$ cat src/rtl/seg7_scan_driver.sv
// Multiplexed N-digit common-anode 7-segment driver with frame-synchronous loading,
// leading-zero suppression, per-digit blink/blank and anti-ghosting dead time.
module seg7_scan_driver #(
    parameter int NUM_DIGITS   = 4,
    parameter int REFRESH_DIV  = 1000,
    parameter int DEAD_CYCLES  = 1,
    parameter int BLINK_FRAMES = 32,
    parameter int ACTIVE_LOW   = 1
) (
    input  logic                    clk,
    input  logic                    reset,
    input  logic [4*NUM_DIGITS-1:0] value,
    input  logic                    load,
    input  logic [NUM_DIGITS-1:0]   dp,
    input  logic [NUM_DIGITS-1:0]   blank,
    input  logic [NUM_DIGITS-1:0]   blink_en,
    input  logic                    lz_suppress,
    output logic [6:0]              seg_out,
    output logic                    dp_out,
    output logic [NUM_DIGITS-1:0]   an_out,
    output logic                    frame_tick
);
    localparam int PRE_W = $clog2(REFRESH_DIV);
    localparam int IDX_W = (NUM_DIGITS > 1) ? $clog2(NUM_DIGITS) : 1;
    localparam int BLK_W = (BLINK_FRAMES > 1) ? $clog2(BLINK_FRAMES) : 1;

    localparam logic [PRE_W-1:0] PRE_TOP = PRE_W'(REFRESH_DIV - 1);
    localparam logic [PRE_W-1:0] LIT_TOP = PRE_W'(REFRESH_DIV - 1 - DEAD_CYCLES);
    localparam logic [IDX_W-1:0] IDX_TOP = IDX_W'(NUM_DIGITS - 1);
    localparam logic [BLK_W-1:0] BLK_TOP = BLK_W'(BLINK_FRAMES - 1);
    localparam bit               AL      = (ACTIVE_LOW != 0);
    localparam logic [6:0]       SEG_OFF = AL ? 7'h7F : 7'h00;
    localparam logic             DP_OFF  = AL;

    // Slot timer runs down; slot position = REFRESH_DIV-1-pre_cnt.
    logic [PRE_W-1:0]        pre_cnt;
    logic [IDX_W-1:0]        idx;
    logic [BLK_W-1:0]        blink_cnt;
    logic                    blink_ph;
    logic [4*NUM_DIGITS-1:0] shadow;
    logic [4*NUM_DIGITS-1:0] pending;
    logic                    pend_v;

    logic                    pre_wrap;
    logic                    boundary;
    logic                    dead;
    logic [NUM_DIGITS-1:0]   lz_dark;
    logic                    upper_zero;
    logic [NUM_DIGITS-1:0]   dark;
    logic [3:0]              cur_nib;
    logic [6:0]              cur_code;
    logic [NUM_DIGITS-1:0]   an_sel;

    function automatic logic [6:0] hex7(input logic [3:0] nib);
        case (nib)
            4'h0:    hex7 = 7'b1000000;
            4'h1:    hex7 = 7'b1111001;
            4'h2:    hex7 = 7'b0100100;
            4'h3:    hex7 = 7'b0110000;
            4'h4:    hex7 = 7'b0011001;
            4'h5:    hex7 = 7'b0010010;
            4'h6:    hex7 = 7'b0000010;
            4'h7:    hex7 = 7'b1111000;
            4'h8:    hex7 = 7'b0000000;
            4'h9:    hex7 = 7'b0010000;
            4'hA:    hex7 = 7'b0001000;
            4'hB:    hex7 = 7'b0000011;
            4'hC:    hex7 = 7'b1000110;
            4'hD:    hex7 = 7'b0100001;
            4'hE:    hex7 = 7'b0000110;
            default: hex7 = 7'b0001110;
        endcase
    endfunction

    assign pre_wrap = (pre_cnt == '0);
    assign boundary = pre_wrap && (idx == IDX_TOP);
    assign dead     = (pre_cnt > LIT_TOP);

    // A digit is a leading zero when it and every more-significant nibble are zero.
    always_comb begin
        lz_dark    = '0;
        upper_zero = 1'b1;
        for (int i = NUM_DIGITS - 1; i > 0; i--) begin
            upper_zero = upper_zero & (shadow[4*i +: 4] == 4'h0);
            lz_dark[i] = upper_zero;
        end
    end

    assign dark     = blank | (blink_en & {NUM_DIGITS{blink_ph}})
                    | (lz_dark & {NUM_DIGITS{lz_suppress}});
    assign cur_nib  = shadow[4*idx +: 4];
    assign cur_code = hex7(cur_nib);
    assign an_sel   = ~(NUM_DIGITS'(1) << idx);

    always_ff @(posedge clk) begin
        if (reset) begin
            pre_cnt   <= PRE_TOP;
            idx       <= '0;
            blink_cnt <= BLK_TOP;
            blink_ph  <= 1'b0;
            shadow    <= '0;
            pending   <= '0;
            pend_v    <= 1'b0;
        end else begin
            pre_cnt <= pre_wrap ? PRE_TOP : pre_cnt - 1'b1;
            if (pre_wrap)
                idx <= (idx == IDX_TOP) ? '0 : idx + 1'b1;

            if (load)
                pending <= value;
            // A load on the boundary itself bypasses pending and wins.
            if (boundary) begin
                if (load)
                    shadow <= value;
                else if (pend_v)
                    shadow <= pending;
                pend_v <= 1'b0;
            end else if (load) begin
                pend_v <= 1'b1;
            end

            if (boundary) begin
                if (blink_cnt == '0) begin
                    blink_cnt <= BLK_TOP;
                    blink_ph  <= ~blink_ph;
                end else begin
                    blink_cnt <= blink_cnt - 1'b1;
                end
            end
        end
    end

    always_ff @(posedge clk) begin
        if (reset) begin
            an_out     <= '1;
            seg_out    <= SEG_OFF;
            dp_out     <= DP_OFF;
            frame_tick <= 1'b0;
        end else begin
            frame_tick <= boundary;
            if (dead || dark[idx]) begin
                an_out  <= '1;
                seg_out <= SEG_OFF;
                dp_out  <= DP_OFF;
            end else begin
                an_out  <= an_sel;
                seg_out <= AL ? cur_code : ~cur_code;
                dp_out  <= AL ? ~dp[idx] : dp[idx];
            end
        end
    end
endmodule
$ cat config.mk
export PLATFORM = sky130hd
export DESIGN_NAME = seg7_scan_driver
export DESIGN_NICKNAME = d
export VERILOG_FILES = /design/src/rtl/seg7_scan_driver.sv
export SDC_FILE = /design/constraint.sdc
export NUM_CORES = 1
export LEC_CHECK = 0
export ABC_AREA = 0
export BUFFER_PORTS_ARGS = -buffer_cell sky130_fd_sc_hd__buf_2
export CAP_MARGIN = 5
export CORE_UTILIZATION = 35
export CTS_CLUSTER_DIAMETER = 40
export DETAILED_ROUTE_END_ITERATION = 10
export SLEW_MARGIN = 5
export SYNTH_ARGS = -nofsm -noshare
export SYNTH_HDL_FRONTEND = slang
export SYNTH_SLANG_ARGS = --single-unit
export TNS_END_PERCENT = 100
$ cat constraint.sdc
create_clock -name clk -period 3.1 [get_ports clk]
set_clock_uncertainty 0.1 [all_clocks]
set_input_delay 0.155 -clock clk [delete_from_list [all_inputs] [get_ports clk]]
set_output_delay 0.155 -clock clk [all_outputs]
set_load 0.005 [all_outputs]
==> summary.md <==
| Metric | Value |
|---|---|
| Status | completed |
| First-pass GRT wire length | 9720 um |
| Num CTS Buffers | 9 |
| GPL Wtd Cong | approximately 0.76 |
| Post-synthesis mux area share | between 10% and 20% |
| Buf/Inv on CP | 2 |
| Compound-gate portion of the synthesized area | between 10 and 15% |
| Initial antenna violation count | 0 |
| Grt ovf | 0 |
| N_diodes | 0 |
| Final period util | a little over four fifths |
| Final hold viol count | 0 |
| Syn Nets | 327 |
| Row cnt | 32 |
| I/O Buffers | 44 |
| H-tree Lvls | 3 |
| Yosys reg bits | 64 |
| Slew @ Worst Pin | between 0.8 and 0.9 ns |
| Hold Path Depth | 3 |
| Synth Area in XOR/XNOR | 2.11% |
| CP required | between 3 and 4 ns |
| Fillcell total | slightly below 800 |
| Post-DR wirelength/cell | approximately 13 um |
| RR Endpoint | seg_out[3]$_SDFF_PP1_ |
| Startpoint types | register |
| Worst EP arrival | roughly 2.7 ns |
| Max clock buf depth | 2 |
| Die height | around 93 um |
| Post-synthesis sequential area ratio | around 44% |
| TNS Setup | 0 ns |
| 1st-iter DRT viols | between 70 and 80 |
| Post-Syn Instances | about 280 |
| Vias in the first global route | between 2000 and 2500 |
| Max_slew headroom | a little over two fifths |
| Clk slew on worst S/H paths | about 0.070 ns |
| Synth cell types | 49 |
| Largest family of logic cells by synthesized area | simple AND/OR/NAND/NOR gates |
| CP max stage cell | mux4_1 |
| Root Driver | clkbuf_8 |
| Initial core utilization | between 30% and 40% |
| Peak supply drop | 0.344 mV |
| TritonCTS clock tree | yes |
| I/O pins | 45 |
| Slew Limit Fails | 0 |
| RSZ-0062 raised after global routing | no |
| Fmax achieved | around 380 MHz |
| Crit. End Element | register |
| Core area | a little under 8000 um^2 |
| Reg2Reg Depth | 6 |
| Detailed-route via count | between 2000 and 2500 |
| Critical Path Most Common Cell | inv_1 |
| Synth area leader | dfxtp_1 |
| Total Routed Length | between 5000 and 6000 um |
| # clock sinks | between 60 and 70 |
| Die area | 8680 um^2 |
| Register-to-Register Setup Slack | approximately 0.48 ns |
| Worst path top cell family by delay | multiplexers |
| Crit-path max FO | 14 |
| DRC | 0 |
| Ys flop type | dfxtp_1 |
| Simple-gate share of the synthesized area | between 10% and 20% |
| Fin crit period | ~2.6 ns |
| Mapped cell area | between 2000 and 3000 um^2 |
| Largest net degree at the start of global routing | between 40 and 50 |
| P per Cell Area | between 500 and 600 nW/um^2 |
| Via density | 4.91 |
| Synth warn | 0 |
| Setup bufs post-CTS | 0 |
| Critical Path Max Stage Delay | about 0.75 ns |
| Dominant cells by area after synthesis | dfxtp_1 44%, mux2i_1 7.6%, nor2_1 6.1% |
| Crit path kind | register to register |
| Max Cap Violations | 0 |
| Final setup fails | 0 |
| P_leak | around 1.4 nW |
| Worst hold path type | primary input to register |
| Count leader, synth | dfxtp_1 |
| Drt pass-1 iters | 4 |
| Hold Crit Endpoint | pending[1]$_SDFFE_PP0P_ |
| Skew-Pair Late Insertion Delay | roughly 0.34 ns |
| Layout cells sized above 1 | around a quarter |
| Area grow syn2layout | 17.7% |
| CP Cell Sequence | mux4_1, inv_1, ha_1, inv_1, mux4_2, nand2b_1 |
| # nets final | approximately 370 |
| Area share of the leading cell type in the synthesized netlist | between 40% and 50% |
| FF-to-FF Start | idx[0]$_SDFFE_PP0N_ |
| Syn avg cell area | between 10 and 15 um^2 |
| Post-synth ARST share | 0% |
| Power Total | 0.00183 W |
| Top post-synthesis cells by count | 64 x dfxtp_1, 47 x nor2_1, 22 x mux2i_1, 22 x nand2_1, 14 x ha_1 |
| Hold path startpoint | value[1] |
| Critical Path Source | idx[0]$_SDFFE_PP0N_ |
| DRT antenna net count | 0 |
| Chip width | 93.2 um |
| Adder-cell area share of the yosys netlist | ~6% |
| Post-synth EDFFs | 0 |
| Overall routing resource usage | approximately 14% |
| Dpl hpwl | roughly 3900 um |
placed cells by master, fill, tap and decap left out, types with 5 or more instances in the layout:
cell / count
mux2i_1: 22
nor2_1: 47
buf_2: 44
o21ai_0: 5
dfxtp_1: 64
inv_1: 11
dlygate4sd3_1: 5
a211oi_2: 6
nand2_1: 22
ha_1: 14
clkbuf_8: 10
a211oi_1: 13
nand2b_1: 6
logic make-up after synthesis:
| family | Yosys count |
|---|---|
| compound gates | 39 |
| xor+xnor | 7 |
| simple gates | 101 |
| buf+inv | 27 |
| fa+ha+maj | 14 |
| mux | 29 |
| flops | 64 |
tightest hold or removal path: stages:
cell and delay [ns]:
buf_2 0.08, mux2i_1 0.09, nor2_1 0.09
state kept, by name (all words and copies together) (netlist names):
signal,count
blink_cnt,5
frame_tick,1
shadow,16
blink_ph,1
pend_v,1
pending,16
pre_cnt,10
dp_out,1
seg_out,7
an_out,4
idx,2
how the worst max path moves through the flow:
stage	endpoint	slack, ns	cells past startpoint
5_1_grt	shadow[3]$_SDFFE_PP0P_	0.28	5
3_5_place_dp	seg_out[3]$_SDFF_PP1_	0.49	6
2_1_floorplan	seg_out[3]$_SDFF_PP1_	0.79	7
6_report	seg_out[3]$_SDFF_PP1_	0.48	6
3_3_place_gp	seg_out[3]$_SDFF_PP1_	0.59	6
4_1_cts	seg_out[3]$_SDFF_PP1_	0.46	6
report_power, final:
| part | internal [W] | switching [W] | total (W) |
|---|---|---|---|
| combinational | 0.0000466 | 0.0000542 | 0.000101 |
| clock | 0.000557 | 0.000317 | 0.000874 |
| sequential | 0.000844 | 0.00000815 | 0.000852 |
through the flow:
step | utilization (%) | instance area [um^2] | setup slack [ns] | cells | hold slack (ns)
floorplan | - | 2910 | 0.788 | 281 | 0.222
global placement | 39.6 | 3130 | 0.594 | 411 | 0.286
detailed placement | 39.6 | 3130 | 0.491 | 411 | 0.287
CTS | 43.4 | 3420 | 0.459 | 432 | 0.00167
global route | 43.4 | 3420 | 0.284 | 432 | 0.0103
finish | 43.4 | 3420 | 0.478 | 432 | 0.000614
layer usage:
| metal | track usage [%] | up-vias | part of all wire, % |
|---|---|---|---|
| met3 | 4.47 | 10 | 5.3 |
| li1 | - | 1083 | - |
| met2 | 21.7 | 53 | 42 |
| met1 | 19.3 | 977 | 51 |
| met5 | 0 | - | 0 |
| met4 | 5.00 | 0 | 1.6 |
layout make-up:
| type | count | area [um^2] | share of cell area (%) |
|---|---|---|---|
| clock buffers | 11 | 141 | 4.13 |
| clock inverters | 5 | 104 | 3.03 |
| inverters | 11 | 41.3 | 1.21 |
| multi-input cells | 190 | 1460 | 42.6 |
| flip-flops and latches | 64 | 1280 | 37.4 |
| well taps | 102 | 128 | 3.73 |
| repair buffers | 49 | 270 | 7.90 |
timing repair:
item                      in CTS  in global routing
hold endpoints to repair       5                  0
hold buffers                   5                  0
resized for setup              0                  0
No activity file was read; power rests on OpenSTA's default activity.
